File: config.mk
export PLATFORM = sky130hd
export DESIGN_NAME = mult_decomp_seq
export DESIGN_NICKNAME = d
export VERILOG_FILES = /design/src/rtl/mult_decomp_seq.sv
export SDC_FILE = /design/constraint.sdc
export NUM_CORES = 1
export LEC_CHECK = 0
export ABC_AREA = 1
export CAP_MARGIN = 20
export CELL_PAD_IN_SITES_DETAIL_PLACEMENT = 0
export CELL_PAD_IN_SITES_GLOBAL_PLACEMENT = 1
export CORE_MARGIN = 3
export CORE_UTILIZATION = 44
export CTS_BUF_LIST = sky130_fd_sc_hd__clkbuf_8
export DETAILED_ROUTE_END_ITERATION = 12
export DONT_BUFFER_PORTS = 1
export PLACE_DENSITY = 0.84
export SLEW_MARGIN = 5
export SYNTH_ARGS = -nofsm -noshare
export SYNTH_HDL_FRONTEND = slang
export SYNTH_SLANG_ARGS = --single-unit
File: constraint.sdc
create_clock -name clk -period 4.65 [get_ports clk]
set_clock_uncertainty 0.2 [all_clocks]
set_input_delay 0.93 -clock clk [delete_from_list [all_inputs] [get_ports clk]]
set_output_delay 0.93 -clock clk [all_outputs]
set_load 0.02 [all_outputs]
File: src/rtl/mult_decomp_seq.sv
// Sequential decomposed multiplier: one SUBxSUB sub-product per cycle over N*N cycles.
// Optional result self-check enabled by defining MULT_DECOMP_SELFCHECK_EN.
module mult_decomp_seq #(
  parameter int unsigned WIDTH = 8,
  parameter int unsigned SUB   = 4
) (
  input  logic                 clk,
  input  logic                 rst_n,
  input  logic                 in_valid,
  output logic                 in_ready,
  input  logic [WIDTH-1:0]     A,
  input  logic [WIDTH-1:0]     B,
  output logic                 out_valid,
  input  logic                 out_ready,
  output logic [2*WIDTH-1:0]   P,
  output logic                 busy,
  output logic                 err
);

  localparam int unsigned N   = WIDTH / SUB;
  localparam int unsigned NN  = N * N;
  localparam int unsigned PW  = 2 * WIDTH;
  localparam int unsigned SW2 = 2 * SUB;
  localparam int unsigned CW  = (NN > 1) ? $clog2(NN) : 1;
  localparam int unsigned IW  = (N > 1) ? $clog2(N) : 1;

  if ((SUB == 0) || (WIDTH < SUB) || ((WIDTH % SUB) != 0)) begin : g_bad_cfg
    $error("mult_decomp_seq: WIDTH must be a nonzero multiple of SUB");
  end

  typedef enum logic [1:0] {IDLE, CALC, DONE} state_e;

  state_e          state_q;
  logic [CW-1:0]   count_q;
  logic [WIDTH-1:0] a_q;
  logic [WIDTH-1:0] b_q;
  logic [PW-1:0]   acc_q;
  logic [PW-1:0]   acc_d;

  logic [IW-1:0]   idx_i;
  logic [IW-1:0]   idx_j;
  logic [SUB-1:0]  a_chunk;
  logic [SUB-1:0]  b_chunk;
  logic [SW2-1:0]  sub_prod;
  logic            last;

  // Chunk selection and the shared sub-multiplier feeding the accumulator.
  always_comb begin
    idx_i    = IW'(32'(count_q) / N);
    idx_j    = IW'(32'(count_q) % N);
    a_chunk  = SUB'(a_q >> (SUB * 32'(idx_i)));
    b_chunk  = SUB'(b_q >> (SUB * 32'(idx_j)));
    sub_prod = SW2'(a_chunk) * SW2'(b_chunk);
    acc_d    = acc_q + (PW'(sub_prod) << (SUB * (32'(idx_i) + 32'(idx_j))));
    last     = (count_q == CW'(NN - 1));
  end

`ifdef MULT_DECOMP_SELFCHECK_EN
  logic [PW-1:0] ref_prod;
  logic          err_q;
  assign ref_prod = PW'(a_q) * PW'(b_q);
  assign err      = err_q;
`else
  assign err = 1'b0;
`endif

  always_ff @(posedge clk or negedge rst_n) begin
    if (!rst_n) begin
      state_q   <= IDLE;
      count_q   <= '0;
      a_q       <= '0;
      b_q       <= '0;
      acc_q     <= '0;
      in_ready  <= 1'b1;
      out_valid <= 1'b0;
      P         <= '0;
      busy      <= 1'b0;
`ifdef MULT_DECOMP_SELFCHECK_EN
      err_q     <= 1'b0;
`endif
    end else begin
      case (state_q)
        IDLE: begin
          if (in_valid) begin
            a_q      <= A;
            b_q      <= B;
            acc_q    <= '0;
            count_q  <= '0;
            in_ready <= 1'b0;
            busy     <= 1'b1;
            state_q  <= CALC;
`ifdef MULT_DECOMP_SELFCHECK_EN
            err_q    <= 1'b0;
`endif
          end
        end
        CALC: begin
          acc_q <= acc_d;
          if (last) begin
            P         <= acc_d;
            out_valid <= 1'b1;
            count_q   <= '0;
            state_q   <= DONE;
`ifdef MULT_DECOMP_SELFCHECK_EN
            if (acc_d != ref_prod) err_q <= 1'b1;
`endif
          end else begin
            count_q <= count_q + CW'(1);
          end
        end
        DONE: begin
          // Drain returns to IDLE; acceptance waits for the following cycle.
          if (out_ready) begin
            out_valid <= 1'b0;
            in_ready  <= 1'b1;
            busy      <= 1'b0;
            state_q   <= IDLE;
          end
        end
        default: begin
          state_q   <= IDLE;
          in_ready  <= 1'b1;
          out_valid <= 1'b0;
          busy      <= 1'b0;
        end
      endcase
    end
  end

endmodule
==> impl_metrics.yaml <==
placement:
  numPortBuffers: 0
  place_hpwl_mm: 6.37
  pre_cts_slack_ns: -0.263
  routabilityCongestion: 0.948
  dp_cells: 562
synth:
  syn_nets: 502
  netlist_top_cells_count: "nand2_1 (141), dfrtp_1 (54), nor2_1 (35)"
  yosysTopAreaCellShare: 0.381
  yosysSeqAreaShare: 0.389
  asyncSetResetFlopFracSynth: 1.00
  yosysWarnings: 0
  yosysTopAreaCell: "dfrtp_1"
  ys.flop_type: "dfrtp_1"
  yosysMostFrequentCell: "nand2_1"
  syn_inst: 449
  synth-seq-cells: 55
  synth_edf_count: 0
  syn_area_per_cell_um2: 7.89
  synthTopCellsByArea: "dfrtp_1 (38%), nand2_1 (15%), ha_1 (9.9%)"
  syn-cell-area_mm2: 0.00354
  synth.distinct_cells: 45
job:
  maxCapViolCount: 0
setup_path:
  arrival_ns: 4.64
  start_kind: "flip-flop"
  ff2ff_setup_slack_ns: 0.008
  cp.required_ns: 4.64
  r2r_end: "P[8]$_DFFE_PN0P_"
  rr_startpoint: "count_q[1]$_DFFE_PN0P_"
  worst_setup_path_end_kind: "flip-flop"
  reg2regPathDepth: 19
  cp_max_fo: 5
  crit_type: "reg2reg"
outcome:
  status: "finished, final reports clean"
drt:
  top_layer: "met4"
  vias_per_cell: 5.38
  dr_wl_met2_mm: 4.22
  drt_iter0_markers: 288
  wl_per_cell_um: 15.4
  met3_length_um: 470
  routed-via-count: 3150
  wl_mm: 9.04
  firstDrtPassIters: 7
  drc: 0
  ant_nets: 0
  wl_met1_mm: 4.21
sta:
  fin_crit_sh: 0.998
  timing.slew.headroom: 0.288
  fmax_mhz: 215
  slew_viol_final: 0
  hold_viol_final: 0
  layout_setup_ws_ns: 0.00845
  setup-violations-final: 0
  rsz0062_at_grt: "true"
  tightest_slew_ns: 1.06
  fin_crit_ns: 4.64
floorplanning:
  die_h_um: 95.7
  dieArea_mm2: 0.00916
  core_mm2: 0.00777
  die_w_um: 95.7
  rows: 32
  ios: 40
  initial_core_util: 0.456
clocking:
  cts_tree: "built"
  insertion_delay_ns: 0.32
  numCtsBuffers: 5
  root_buffer: "clkbuf_8"
  h-tree-depth: 2
  clk_path_buf_depth: 2
  clk_pin_slew_worst_paths_ns: 0.11
  clkSinkCount: 55
layout:
  multi_input_comb_area_mm2: 0.00227
  regArea_mm2: 0.00138
  drive_gt1_frac: 0.242
  fillCellCount: 689
  layout.nets: 536
  diodes: 0
  synthToLayoutAreaGrowth_pct: 23.4
  stdcell_count: 586
global_routing:
  grt_max_degree: 56
  grt_util_all_layers: 0.201
  grt_pass1_wl_mm: 14.6
  grt-ovfl-total: 0
  antenna_found_initial: 0
  grt_pass1_vias: 2991
min_path:
  hp-class: "in2async"
-- flip-flops by register name, summed over array words and instances (netlist names) --
name	cells
in_ready	1
P	16
b_q	8
state_q	2
busy	1
a_q	8
count_q	2
acc_q	16
out_valid	1
-- placed cells by master, fill, tap and decap left out, drive strengths merged, types with 2 or more instances in the layout --
cell type,Yosys,layout
a21oi,18,18
buf,7,39
bufinv,0,2
clkbuf,5,5
dfrtp,54,54
fa,5,5
ha,28,28
inv,39,40
mux2i,6,6
nand2,141,141
nand3,29,29
nand3b,2,2
nand4,6,6
nor2,37,37
nor3,3,3
o21ai,37,37
o21bai,3,3
or2,4,4
xnor2,7,7
xor2,3,3
-- cell type report --
| class | instances | share of cell area |
|---|---|---|
| clock inverter | 3 | 0.0146 |
| clock buffer | 5 | 0.0157 |
| multi-input combinational | 342 | 0.519 |
| tap | 102 | 0.0292 |
| inverter | 40 | 0.0343 |
| sequential | 55 | 0.316 |
| timing repair buffer | 39 | 0.0713 |
-- per-layer routing --
| layer | GRT usage | vias to the layer above |
|---|---|---|
| met5 | 0 | - |
| met4 | 0.0462 | 0 |
| met3 | 0.0281 | 17 |
| met2 | 0.312 | 95 |
| met1 | 0.297 | 1503 |
| li1 | - | 1535 |
-- per-stage QoR --
step / setup TNS, ns / utilization / instance area, um^2 / hold slack [ns]
6_report: 0 / 0.563 / 4370 / 0.0886
5_1_grt: -1.97 / 0.563 / 4370 / 0.0765
4_1_cts: 0 / 0.524 / 4070 / 0.0984
3_5_place_dp: -3.03 / 0.487 / 3790 / 0.265
3_3_place_gp: -1.45 / 0.487 / 3790 / 0.262
2_1_floorplan: 0 / - / 3550 / 0.244
-- cells by family after synthesis --
kind of cell,count (synthesis),share of synthesized area
buffers and inverters,52,0.0593
and+or+nand+nor,226,0.273
AOI/OAI and AO/OA,66,0.109
adders and majority gates,33,0.127
muxes,6,0.0170
DFF,55,0.389
xor gates and xnor gates,10,0.0247
other,1,0.00106
-- timing repair --
action                                  4_1_cts  5_1_grt
resized for setup                            23       51
hold buffers                                  0        0
pin swaps                                    16       38
setup buffers                                 8        8
endpoints found under the setup margin       20       22
-- worst max-delay path by stage --
stage	from	end	slack, ns	depth (start not counted)
after floorplan	count_q[0]$_DFFE_PN0P_	acc_q[11]$_DFFE_PN0P_	0.01	22
after global placement	count_q[0]$_DFFE_PN0P_	P[11]$_DFFE_PN0P_	-0.21	21
after detailed placement	count_q[0]$_DFFE_PN0P_	P[11]$_DFFE_PN0P_	-0.26	21
after CTS	count_q[1]$_DFFE_PN0P_	acc_q[10]$_DFFE_PN0P_	0.003	21
after global routing	count_q[1]$_DFFE_PN0P_	acc_q[10]$_DFFE_PN0P_	-0.16	21
final	count_q[1]$_DFFE_PN0P_	P[8]$_DFFE_PN0P_	0.008	19
-- critical path: stages, from the launching register on --
cell,delay (ns)
dfrtp_2,0.48
mux2i_2,0.18
or2_4,0.24
fa_1,0.53
inv_1,0.05
fa_1,0.42
ha_1,0.34
inv_1,0.12
nand2_1,0.08
and2_4,0.18
xor2_4,0.16
mux2i_2,0.24
nor2_1,0.09
ha_1,0.35
a21oi_2,0.17
a21boi_4,0.25
o21ai_2,0.09
buf_6,0.13
xnor2_4,0.15
o21ai_1,0.08
Power is left out: the tool's default activity adds up to more than one toggle a clock period on the data nets, which glitch-free logic cannot reach.
